## src/rtl/shift_add_multiplier.sv

```systemverilog
// shift_add_multiplier: 16x16 unsigned sequential multiplier, one shift-add step per clock.
// Latency: counting the start edge as the first, Q and done update on the 17th rising edge (16 BUSY steps).
// Backpressure: none; start is ignored while busy, and a held start yields one operation.
//
// Ports:
//   clk   - rising-edge clock for all state
//   rst_n - synchronous active-low reset
//   A, B  - unsigned 16-bit operands, latched when an operation starts
//   start - level request, honoured only in IDLE
//   Q     - registered 32-bit product of the last completed operation
//   busy  - high from the load edge through the final iteration
//   done  - one-cycle pulse in the first cycle Q shows a new product
module shift_add_multiplier (
   input  logic        clk,
   input  logic        rst_n,
   input  logic [15:0] A,
   input  logic [15:0] B,
   input  logic        start,
   output logic [31:0] Q,
   output logic        busy,
   output logic        done
);

   typedef enum logic [1:0] {
      ST_IDLE = 2'd0,
      ST_BUSY = 2'd1,
      ST_DONE = 2'd2
   } state_t;

   state_t      state_q;
   logic [15:0] a_q;
   logic [15:0] b_q;
   logic [31:0] acc_q;
   logic [31:0] acc_d;
   logic [3:0]  cnt_q;
   logic [31:0] q_q;
   logic        busy_q;
   logic        done_q;

   // Partial product for this step: A shifted to the weight of the current
   // multiplier bit. The 32-bit accumulator cannot overflow for 16x16 inputs.
   always_comb begin
      acc_d = acc_q;
      if (b_q[0]) begin
         acc_d = acc_q + ({16'd0, a_q} << cnt_q);
      end
   end

   always_ff @(posedge clk) begin
      if (!rst_n) begin
         state_q <= ST_IDLE;
         a_q     <= 16'd0;
         b_q     <= 16'd0;
         acc_q   <= 32'd0;
         cnt_q   <= 4'd0;
         q_q     <= 32'd0;
         busy_q  <= 1'b0;
         done_q  <= 1'b0;
      end else begin
         case (state_q)
            ST_IDLE: begin
               done_q <= 1'b0;
               busy_q <= 1'b0;
               if (start) begin
                  a_q     <= A;
                  b_q     <= B;
                  acc_q   <= 32'd0;
                  cnt_q   <= 4'd0;
                  busy_q  <= 1'b1;
                  state_q <= ST_BUSY;
               end
            end
            ST_BUSY: begin
               acc_q <= acc_d;
               b_q   <= b_q >> 1;
               cnt_q <= cnt_q + 4'd1;
               // Counter value 15 marks the 16th step: publish the sum
               // including this step's partial product directly.
               if (cnt_q == 4'd15) begin
                  q_q     <= acc_d;
                  done_q  <= 1'b1;
                  busy_q  <= 1'b0;
                  state_q <= ST_DONE;
               end
            end
            ST_DONE: begin
               done_q <= 1'b0;
               busy_q <= 1'b0;
               // Wait for start to drop so a held request runs only once.
               if (!start) begin
                  state_q <= ST_IDLE;
               end
            end
            default: begin
               state_q <= ST_IDLE;
               busy_q  <= 1'b0;
               done_q  <= 1'b0;
            end
         endcase
      end
   end

   assign Q    = q_q;
   assign busy = busy_q;
   assign done = done_q;

endmodule

```

## config.mk

```make
export PLATFORM = sky130hd
export DESIGN_NAME = shift_add_multiplier
export DESIGN_NICKNAME = d
export VERILOG_FILES = /design/src/rtl/shift_add_multiplier.sv
export SDC_FILE = /design/constraint.sdc
export NUM_CORES = 1
export LEC_CHECK = 0
export ABC_AREA = 1
export ABC_CLOCK_PERIOD_IN_PS = 2900
export CAP_MARGIN = 5
export CELL_PAD_IN_SITES_DETAIL_PLACEMENT = 2
export CELL_PAD_IN_SITES_GLOBAL_PLACEMENT = 2
export CORE_MARGIN = 5
export CORE_UTILIZATION = 28
export DETAILED_ROUTE_END_ITERATION = 8
export PLACE_DENSITY_LB_ADDON = 0.2
export SLEW_MARGIN = 20
export SYNTH_ARGS = -nofsm -noshare
export SYNTH_HDL_FRONTEND = slang
export SYNTH_SLANG_ARGS = --single-unit
```

## constraint.sdc

```tcl
create_clock -name clk -period 2.9 [get_ports clk]
set_clock_uncertainty 0.1 [all_clocks]
set_input_delay 0.58 -clock clk [delete_from_list [all_inputs] [get_ports clk]]
set_output_delay 0.58 -clock clk [all_outputs]
set_load 0.01 [all_outputs]
```

==> flow_summary.yaml <==
floorplan:
  die_height_um: 171.0
  coreArea_mm2: 0.02576
  fp.dieW_um: 171.0
  dieArea_mm2: 0.02924
  num_rows: 59
  ios: 69
  start_util: 0.2817
synthesis:
  ys_seq_area_frac: 0.2868
  yosysMostFrequentCell: "nand2_1"
  syn_area_mm2: 0.007258
  synth.distinct_cells: 40
  synthArstFlopShare: 0
  ys_top_cells_by_count: "nand2_1, inv_1, nor2_1"
  synth.area.top_cells: "dfxtp_1, nand2_1, inv_1"
  synth_cells: 1244
  post-synth-top-area-fraction: 0.2868
  synthFlopType: "dfxtp_1"
  synth_top_cell_by_area: "dfxtp_1"
  synth_edf_count: 0
  syn_area_per_cell_um2: 5.835
  syn_nets: 1312
  ys_warn_count: 0
  synth_seq_cells: 104
timing:
  rsz0062_at_grt: "yes"
  final_max_slew_viol_count: 0
  fin_setup_tns_ns: -21.20
  slew_headroom: 0.3287
  hold-worst-slack_ns: 0.3826
  timing.final.crit_period_ns: 3.462
  setup_violations: 58
  fin_ws_ns: -0.5617
  hold_viol: 0
  period_share: 1.194
  worst_pin_slew_ns: 1.006
  max_freq_ghz: 0.2889
run:
  max_cap_violations: 0
drt:
  drt-wirelength-per-cell_um: 27.50
  via_per_inst: 5.522
  post-route-drc-count: 0
  final_antenna_net_count: 0
  route.final.wire_length_um: 48420
  drtIter0Drc: 589
  drtPass1Iterations: 5
  via_count: 9724
placed_design:
  post-dp-hpwl_um: 24080
  io_buffers: 68
  globalplace.congestion: 0.8537
  pre_cts_ws_ns: -0.6072
clock_tree:
  clk_latency_ns: 0.39
  cts_tree: "built"
  clkSinkCount: 104
  clockBufferDepth: 2
  cts_root_buf: "clkbuf_16"
  cts.reportedPaths.clkPinSlew_ns: 0.09
  h-tree-depth: 3
  hold_buffers: 0
  numCtsBuffers: 9
power:
  power_mw: 4.418
  ir_drop_mv: 0.2748
  p_leak_nw: 5.443
  p_per_area_mw_per_mm2: 385.6
layout:
  multiInputGateArea_mm2: 0.006075
  fill_cells: 2934
  nets: 1489
  fin_util: 0.4447
  regArea_mm2: 0.002087
  drive_gt1_frac: 0.3604
  diodes: 0
  area_growth_syn_to_layout_pct: 57.85
global_routing:
  grt_pass1_vias: 10400
  overflow: 0
  grt_use_total: 0.2717
  grt_max_degree: 40
  grt_pass1_wl_um: 61350
  antenna_found_initial: 0
status:
  violations: "negative setup slack"
  status: "complete, but fails checks"
setup_path:
  critical_path.max_fanout: 7
  crit_type: "flip-flop to flip-flop"
  cp.arrival_ns: 3.63
  critPathLaunchType: "flip-flop"
  end_kind: "flip-flop"
  critPathRequiredTime_ns: 3.07
hold_path:
  hold_path_class: "flip-flop to flip-flop"
==> timing repair <==
item                       4_1_cts  5_1_grt
resized for setup              336      185
setup endpoints to repair       58       58
buffers inserted                21        8
pin swaps                       81       49
gates cloned                     3        0
==> routing by layer <==
layer,part of all wire,GRT usage
met2,0.51,0.5008
met5,0,0
met3,0.042,0.03835
met1,0.40,0.3161
met4,0.056,0.1061
==> through the flow <==
stage | cells | cell area [um2]
floorplan | 1244 | 7258
global placement | 1714 | 9019
detailed placement | 1714 | 9019
CTS | 1753 | 10640
global route | 1761 | 11460
finish | 1761 | 11460
==> report_power, final <==
group	switching (mW)	internal (mW)	total, mW
clock	0.728	0.606	1.33
combinational	0.919	0.604	1.52
sequential	0.0697	1.49	1.56
==> path summary, 6_finish.rpt <==
| path | endpoint | slack (ns) | from | depth (start not counted) |
|---|---|---|---|---|
| setup reg to reg | acc_q[25] | -0.56 | cnt_q[0] | 25 |
| hold / removal | busy | 0.38 | busy | 1 |
| hold reg to reg | busy | 0.38 | busy | 1 |
| setup / recovery | acc_q[25] | -0.56 | cnt_q[0] | 25 |
==> critical path: stages (launching register included) <==
cell     delay (ns)
dfxtp_4        0.39
inv_6          0.08
buf_12         0.12
nand2_1        0.07
nand2_1        0.10
inv_2          0.06
o21ai_2        0.15
buf_4          0.14
nand2_2        0.08
o21ai_4        0.11
nand2_1        0.14
o21ai_2        0.13
ha_4           0.26
nand2_1        0.13
nand2_2        0.11
nand2_2        0.10
nand2_4        0.08
a21oi_4        0.18
nor2_2         0.07
nor2_1         0.14
buf_4          0.15
nand2_2        0.06
nand2_1        0.07
nand3_1        0.09
nand3_1        0.15
o21ai_1        0.08
==> cell type report <==
class | count | area share
Clock buffer | 9 | 0.01966
Multi-Input combinational cell | 918 | 0.5302
Inverter | 174 | 0.05875
Clock inverter | 7 | 0.005788
Tap cell | 335 | 0.03658
Sequential cell | 104 | 0.1822
Timing Repair Buffer | 214 | 0.1669
==> cells in the final DEF, fill, tap and decap left out, types with 5 or more instances in the layout <==
cell	count
a21oi_4	10
ha_1	6
nor3_4	5
inv_2	30
nand2_4	36
clkbuf_16	9
a31oi_1	15
buf_4	130
o21ai_1	17
o21ai_2	28
a21oi_1	11
nor2_1	110
clkdlybuf4s50_1	68
a21oi_2	11
inv_1	136
dfxtp_1	102
nand2_2	103
o22ai_1	7
nor2_4	19
nor2_2	21
nand3_2	22
buf_6	10
nand3_1	52
nand2_1	307
o21ai_0	49
o21ai_4	17
ha_4	26
xor2_1	10
==> cells by family (layout without fill, tap and decap cells) <==
kind of cell	after synthesis	in the layout	synth area share
adder cells (fa/ha/maj)	33	33	0.05792
multiplexers	3	3	0.004137
flip-flops	104	104	0.2868
XOR/XNOR	15	15	0.01810
AO/OA/AOI/OAI	178	178	0.1320
buffers and inverters	222	404	0.1220
AND/OR/NAND/NOR	689	689	0.3789
==> registers in the layout, indices dropped and copies added, names as in the netlist <==
register and cells:
b_q 16, done 1, Q 32, cnt_q 4, busy 1, a_q 16, acc_q 32, state_q 2
No activity file was read; power rests on OpenSTA's default activity.
